`config.mk`:
```
export PLATFORM = sky130hd
export DESIGN_NAME = expu_accumulator
export DESIGN_NICKNAME = d
export VERILOG_FILES = /design/src/rtl/expu_accumulator.sv
export SDC_FILE = /design/constraint.sdc
export NUM_CORES = 1
export LEC_CHECK = 0
export BUFFER_PORTS_ARGS = -buffer_cell sky130_fd_sc_hd__buf_2
export CORE_ASPECT_RATIO = 0.7
export CORE_MARGIN = 10
export CORE_UTILIZATION = 55
export CTS_BUF_LIST = sky130_fd_sc_hd__clkbuf_4
export DETAILED_ROUTE_END_ITERATION = 7
export PLACE_DENSITY = 0.76
export SLEW_MARGIN = 10
export SYNTH_ARGS = -nofsm -noshare
export SYNTH_HDL_FRONTEND = slang
export SYNTH_SLANG_ARGS = --single-unit
```
`constraint.sdc`:
```
create_clock -name clk_i -period 3.55 [get_ports clk_i]
set_input_delay 0.8875 -clock clk_i [delete_from_list [all_inputs] [get_ports clk_i]]
set_output_delay 0.8875 -clock clk_i [all_outputs]
set_load 0.005 [all_outputs]
```
`src/rtl/expu_accumulator.sv`:
```
`default_nettype none
// +---------------------------------------------------------------------------+
// | expu_accumulator: softmax denominator accumulator behind the exp unit.    |
// | Optional macro SFM_ACC_SATURATION_EN selects saturating accumulation.     |
// | Revision: 1.0                                                             |
// +---------------------------------------------------------------------------+

// Minimal subset of fpnew_pkg so the block elaborates on its own.
package fpnew_pkg;
   typedef enum logic [2:0] {FP32, FP64, FP16, FP8, FP16ALT, FP8ALT} fp_format_e;

   function automatic int unsigned exp_bits(input fp_format_e fmt);
      case (fmt)
         FP32:    return 8;
         FP64:    return 11;
         FP16:    return 5;
         FP8:     return 5;
         FP16ALT: return 8;
         default: return 4;
      endcase
   endfunction

   function automatic int unsigned man_bits(input fp_format_e fmt);
      case (fmt)
         FP32:    return 23;
         FP64:    return 52;
         FP16:    return 10;
         FP8:     return 2;
         FP16ALT: return 7;
         default: return 3;
      endcase
   endfunction

   function automatic int unsigned fp_width(input fp_format_e fmt);
      return 1 + exp_bits(fmt) + man_bits(fmt);
   endfunction
endpackage

module expu_accumulator #(
   parameter fpnew_pkg::fp_format_e FPFORMAT = fpnew_pkg::FP16ALT,
   parameter int unsigned N_ROWS   = 1,
   parameter int unsigned ACC_FRAC = 16,
   parameter int unsigned ACC_INT  = 16,
   localparam int unsigned WIDTH         = fpnew_pkg::fp_width(FPFORMAT),
   localparam int unsigned MANTISSA_BITS = fpnew_pkg::man_bits(FPFORMAT),
   localparam int unsigned EXPONENT_BITS = fpnew_pkg::exp_bits(FPFORMAT),
   localparam int          BIAS          = (2 ** (EXPONENT_BITS - 1)) - 1,
   localparam int unsigned ACC_W         = ACC_INT + ACC_FRAC
) (
   input  logic                         clk_i,
   input  logic                         rst_ni,
   input  logic                         clear_i,
   input  logic                         enable_i,
   input  logic                         valid_i,
   output logic                         ready_o,
   input  logic [N_ROWS-1:0]            strb_i,
   input  logic [N_ROWS-1:0][WIDTH-1:0] op_i,
   input  logic                         last_i,
   output logic [ACC_W-1:0]             sum_o,
   output logic                         sum_valid_o,
   input  logic                         sum_ready_i,
   output logic                         overflow_o,
   output logic                         busy_o
);

   localparam int unsigned SIG_W  = MANTISSA_BITS + 1;
   localparam int unsigned LSUM_W = ACC_W + $clog2(N_ROWS);
   localparam int unsigned UPD_W  = LSUM_W + 1;

   typedef enum logic [0:0] {
      ST_ACC  = 1'b0,
      ST_HOLD = 1'b1
   } state_e;

   state_e             state_q, state_d;
   logic [ACC_W-1:0]   acc_q, acc_d;
   logic               ovf_q, ovf_d;
   logic               seen_q, seen_d;

   logic [LSUM_W-1:0]  lane_sum;
   logic               lane_ovf;
   logic [UPD_W-1:0]   acc_upd;
   logic               carry_ovf;
   logic               beat_acc;
   logic               res_acc;

   // Returns {overflow, value}; value is the lane in unsigned Q(ACC_INT).(ACC_FRAC).
   function automatic logic [ACC_W:0] conv_lane(input logic [WIDTH-1:0] op);
      logic                     sgn;
      logic [EXPONENT_BITS-1:0] e;
      logic [SIG_W-1:0]         sig;
      logic [ACC_W+SIG_W-1:0]   wide;
      logic [ACC_W-1:0]         val;
      logic                     ovf;
      int                       sh;
      sgn  = op[WIDTH-1];
      e    = op[WIDTH-2 -: EXPONENT_BITS];
      sig  = {1'b1, op[MANTISSA_BITS-1:0]};
      wide = '0;
      val  = '0;
      ovf  = 1'b0;
      sh   = int'(e) - BIAS - int'(MANTISSA_BITS) + int'(ACC_FRAC);
      if (!sgn && (e != '0)) begin
         if (&e) begin
            ovf = 1'b1;
         end else if (sh >= 0) begin
            // The hidden bit is always set, so a shift past the top always loses it.
            if (sh >= int'(ACC_W)) begin
               ovf = 1'b1;
            end else begin
               wide = {{ACC_W{1'b0}}, sig} << sh;
               val  = wide[ACC_W-1:0];
               ovf  = |wide[ACC_W+SIG_W-1:ACC_W];
            end
         end else if ((-sh) < int'(ACC_W)) begin
            val = ACC_W'(sig >> (-sh));
         end
      end
      return {ovf, val};
   endfunction

   always_comb begin
      logic [ACC_W:0] conv;
      conv     = '0;
      lane_sum = '0;
      lane_ovf = 1'b0;
      for (int r = 0; r < int'(N_ROWS); r++) begin
         if (strb_i[r]) begin
            conv     = conv_lane(op_i[r]);
            lane_sum = lane_sum + LSUM_W'(conv[ACC_W-1:0]);
            lane_ovf = lane_ovf | conv[ACC_W];
         end
      end
   end

   assign acc_upd   = UPD_W'(acc_q) + UPD_W'(lane_sum);
   assign carry_ovf = |acc_upd[UPD_W-1:ACC_W];
   assign beat_acc  = (state_q == ST_ACC) & enable_i & valid_i;
   assign res_acc   = (state_q == ST_HOLD) & enable_i & sum_ready_i;

   always_comb begin
      state_d = state_q;
      acc_d   = acc_q;
      ovf_d   = ovf_q;
      seen_d  = seen_q;
      if (clear_i) begin
         state_d = ST_ACC;
         acc_d   = '0;
         ovf_d   = 1'b0;
         seen_d  = 1'b0;
      end else if (beat_acc) begin
         ovf_d  = ovf_q | lane_ovf | carry_ovf;
`ifdef SFM_ACC_SATURATION_EN
         acc_d  = (ovf_q | lane_ovf | carry_ovf) ? {ACC_W{1'b1}} : acc_upd[ACC_W-1:0];
`else
         acc_d  = acc_upd[ACC_W-1:0];
`endif
         seen_d = 1'b1;
         if (last_i) begin
            state_d = ST_HOLD;
         end
      end else if (res_acc) begin
         state_d = ST_ACC;
         acc_d   = '0;
         ovf_d   = 1'b0;
         seen_d  = 1'b0;
      end
   end

   always_ff @(posedge clk_i or negedge rst_ni) begin
      if (!rst_ni) begin
         state_q <= ST_ACC;
         acc_q   <= '0;
         ovf_q   <= 1'b0;
         seen_q  <= 1'b0;
      end else begin
         state_q <= state_d;
         acc_q   <= acc_d;
         ovf_q   <= ovf_d;
         seen_q  <= seen_d;
      end
   end

   assign ready_o     = enable_i & (state_q == ST_ACC);
   assign sum_valid_o = (state_q == ST_HOLD);
   assign sum_o       = acc_q;
   assign overflow_o  = ovf_q;
   assign busy_o      = (acc_q != '0) | (state_q == ST_HOLD) | seen_q;

endmodule

`default_nettype wire

```
==> key figures <==
Timing
  • Worst-Margin Slew: 1.091 ns
  • Final hold vios: 0
  • Final worst path period need: 6.278 ns
  • Crit share post-route: 1.768
  • Worst rel slew slack: 0.2649
  • Unrepaired setup endpoints after global routing: yes
  • Max Slew Vio Count: 0
  • # setup viols final: 33
  • Setup_tns: -71.02 ns
  • Worst setup margin: -2.728 ns
  • Clock skew: 0.01551 ns
  • WHS: 0.5732 ns
  • Highest Clock Rate: 0.1593 GHz

Critical path
  • Arrival time worst endpoint: 6.57 ns
  • CP Class: input port to register
  • Critical path's slowest cell: a221o_1
  • CP max stage delay: 0.42 ns
  • CP Capture Type: register
  • Req. time, crit path: 3.84 ns
  • Most Frequent Cell on Critical Path: buf_4
  • Crit-path max FO: 6
  • Startpoint Class: input port

Synthesis
  • Synth cell types: 78
  • #FFs+latches synth: 35
  • Post-synth EDFFs: 0
  • Post-synthesis sequential area ratio: 0.1854
  • Top_reg_cell synth: dfrtp_1
  • Syn Area/Cell: 7.596 µm²
  • Async set-reset flop share out of synthesis: 1.000
  • Post-Syn Area: 4725 µm²
  • YS warnings: 0
  • Syn nets: 689
  • Post-Syn Instances: 622

Detailed routing
  • Drt initial violations: 1327
  • Routed vias: 7238
  • TritonRoute pass-1 iters: 6
  • Routed vias/inst: 7.289
  • DRT Wirelength: 26190 µm
  • Avg WL per Cell: 26.38 µm
  • ANT nets after route: 0
  • Residual DRC: 0

GRT
  • Grt ovf: 0
  • Vias in the first global route: 6428
  • Most Crowded Layer GR: met2
  • Initial antenna violation count: 2
  • Grt met1 use: 0.4167
  • Tot GR Track Use: 0.3295
  • First-pass GRT wire length: 33890 µm
  • M3 GR Usage: 0.09051
  • Largest net degree at the start of global routing: 36
  • Met2 Usage GRT: 0.5076

Power
  • Internal Power: 0.8221 mW
  • Combinational share of power: 0.474
  • Sw power: 0.5603 mW
  • Power density over cell area: 183.5 nW/µm²
  • IR Drop Worst-Case VDD: 328.8 µV
  • Static Leak: 3.613 nW
  • Reg power frac: 0.296
  • Clk network pwr share: 0.230
  • Sw frac: 0.4053
  • Total power: 1.382 mW

Flow run
  • Max-Cap Viols: 0

Final layout
  • Finished Layout Cells: 993
  • Post-route cell area: 7533 µm²
  • Nets: 952
  • Post-layout util: 0.8960
  • Area Overhead vs Synth: 59.45%
  • Layout cell share with drive strength beyond 1: 0.4503

Die
  • Core area: 8408 µm²
  • Height of the die: 97.55 µm
  • Die width: 130.8 µm
  • Site Rows: 28
  • Starting Density: 0.5619
  • DIE AREA: 12760 µm²
  • IO Count: 60

Placed design
  • PortBufs: 59
  • Cell Area, Placed: 6623 µm²
  • Post-place setup slack: -2.870 ns
  • Dpl hpwl: 14120 µm
  • Placer Congestion: 1.015
  • Dpl cells: 947

Run status
  • Status: finished with violations
  • Failing checks: setup timing

Min path
  • Hold Path Class: register to register

Clock network
  • Clock slew seen by the registers of the worst setup and hold paths: 0.14 ns
  • CTS tree: yes
  • CTS Root Cell: clkbuf_4
  • Clk buf depth: 2
  • TritonCTS buffer count: 5
  • Clock Latency Late Sink: 0.39 ns
  • H-tree lvl count: 2
  • CTS Sinks: 35
-- worst max-delay path: cells and delay by family --
family / cells / cell delay [ns]
and+or+nand+nor: 10 / 1.63
adders and majority gates: 3 / 0.82
buffers and inverters: 6 / 0.95
xor gates and xnor gates: 1 / 0.22
AOI/OAI and AO/OA: 9 / 2.04
-- final cells by class --
class | instances | area (µm²)
sequential | 35 | 875.8
clock buffer | 5 | 37.54
timing repair buffer | 283 | 2076
fill | 351 | 874.6
multi-input combinational | 545 | 4305
clock inverter | 3 | 38.79
antenna | 2 | 5.005
tap | 105 | 131.4
inverter | 15 | 63.81
-- Yosys cell counts (all sizes together) (6+ instances only) --
cell type | count | share of area
o21ai | 52 | 0.055
inv | 15 | 0.012
a21o | 18 | 0.029
clkbuf | 19 | 0.015
nor2 | 65 | 0.053
buf | 8 | 0.0077
o211ai | 6 | 0.0095
nor2b | 8 | 0.011
xnor2 | 18 | 0.041
nand3 | 17 | 0.022
or2 | 6 | 0.0079
nand2b | 7 | 0.012
dfrtp | 35 | 0.19
nand2 | 81 | 0.064
a22o | 9 | 0.017
nor4 | 8 | 0.011
mux2i | 8 | 0.017
o2111ai | 6 | 0.011
o21a | 6 | 0.0095
or3 | 8 | 0.011
nor3 | 11 | 0.012
xor2 | 17 | 0.033
o21bai | 7 | 0.011
a31oi | 12 | 0.016
ha | 42 | 0.11
a21oi | 51 | 0.055
-- state kept, by name (all words and copies together), names as in the netlist --
signal,flops
sum_valid_o,1
seen_q,1
sum_o,32
overflow_o,1
-- layer usage --
metal | vias to the layer above | wire length (µm)
met1 | 3245 | 9036
met4 | 0 | 2164
met2 | 854 | 10850
li1 | 2862 | -
met3 | 277 | 4145
met5 | - | 0
-- kinds of logic (layout without fill, tap and decap cells) --
family,count (synthesis),after routing,share of synthesized area
AOI/OAI and AO/OA,214,214,0.3032
xor gates and xnor gates,35,35,0.07362
adders and majority gates,43,43,0.1155
buffers and inverters,42,306,0.03469
DFF,35,35,0.1854
muxes,13,13,0.03363
other,0,2,0
and+or+nand+nor,240,240,0.2540
-- worst paths after layout --
kind,from,end,slack [ns],depth (start not counted)
max,op_i[9],sum_o[19]$_DFFE_PN0P_,-2.73,29
min,sum_o[28]$_DFFE_PN0P_,sum_o[28]$_DFFE_PN0P_,0.57,2
max reg2reg,sum_o[5]$_DFFE_PN0P_,sum_o[19]$_DFFE_PN0P_,0.46,11
min reg2reg,sum_o[28]$_DFFE_PN0P_,sum_o[28]$_DFFE_PN0P_,0.57,2
max in group asynchronous,rst_ni,sum_o[1]$_DFFE_PN0P_,2.39,1
min in group asynchronous,rst_ni,sum_o[25]$_DFFE_PN0P_,0.59,1
-- power by group through the flow --
stage          registers (mW)  clock network, mW  logic, mW
2_1_floorplan           0.413                  0      0.272
3_3_place_gp            0.415                  0      0.502
3_5_place_dp            0.415                  0      0.519
4_1_cts                 0.408              0.300      0.545
5_1_grt                 0.409              0.328      0.672
6_report                0.410              0.317      0.655
-- cells in the final DEF (no fill, tap or decap), types with 8 or more instances in the layout --
master | netlist | layout
o21ai_1 | 2 | 23
ha_1 | 42 | 33
a22o_1 | 9 | 9
dfrtp_1 | 35 | 35
inv_1 | 15 | 11
a21oi_2 | 1 | 17
xor2_1 | 16 | 15
nand3_1 | 15 | 12
a21o_1 | 18 | 18
buf_2 | 5 | 56
nor2b_1 | 8 | 8
mux2i_1 | 8 | 8
buf_6 | 0 | 17
nor2_1 | 64 | 61
buf_4 | 0 | 207
nand2_1 | 81 | 77
xnor2_1 | 15 | 8
nor3_1 | 11 | 9
nor4_1 | 8 | 8
a21oi_1 | 50 | 33
o21ai_0 | 50 | 21
-- timing repair --
action	in CTS	in global routing
gates resized for setup	87	31
pin swaps	64	37
setup buffers	21	19
endpoints found under the setup margin	33	33
hold buffers	0	0
No activity file was read; power rests on OpenSTA's default activity.
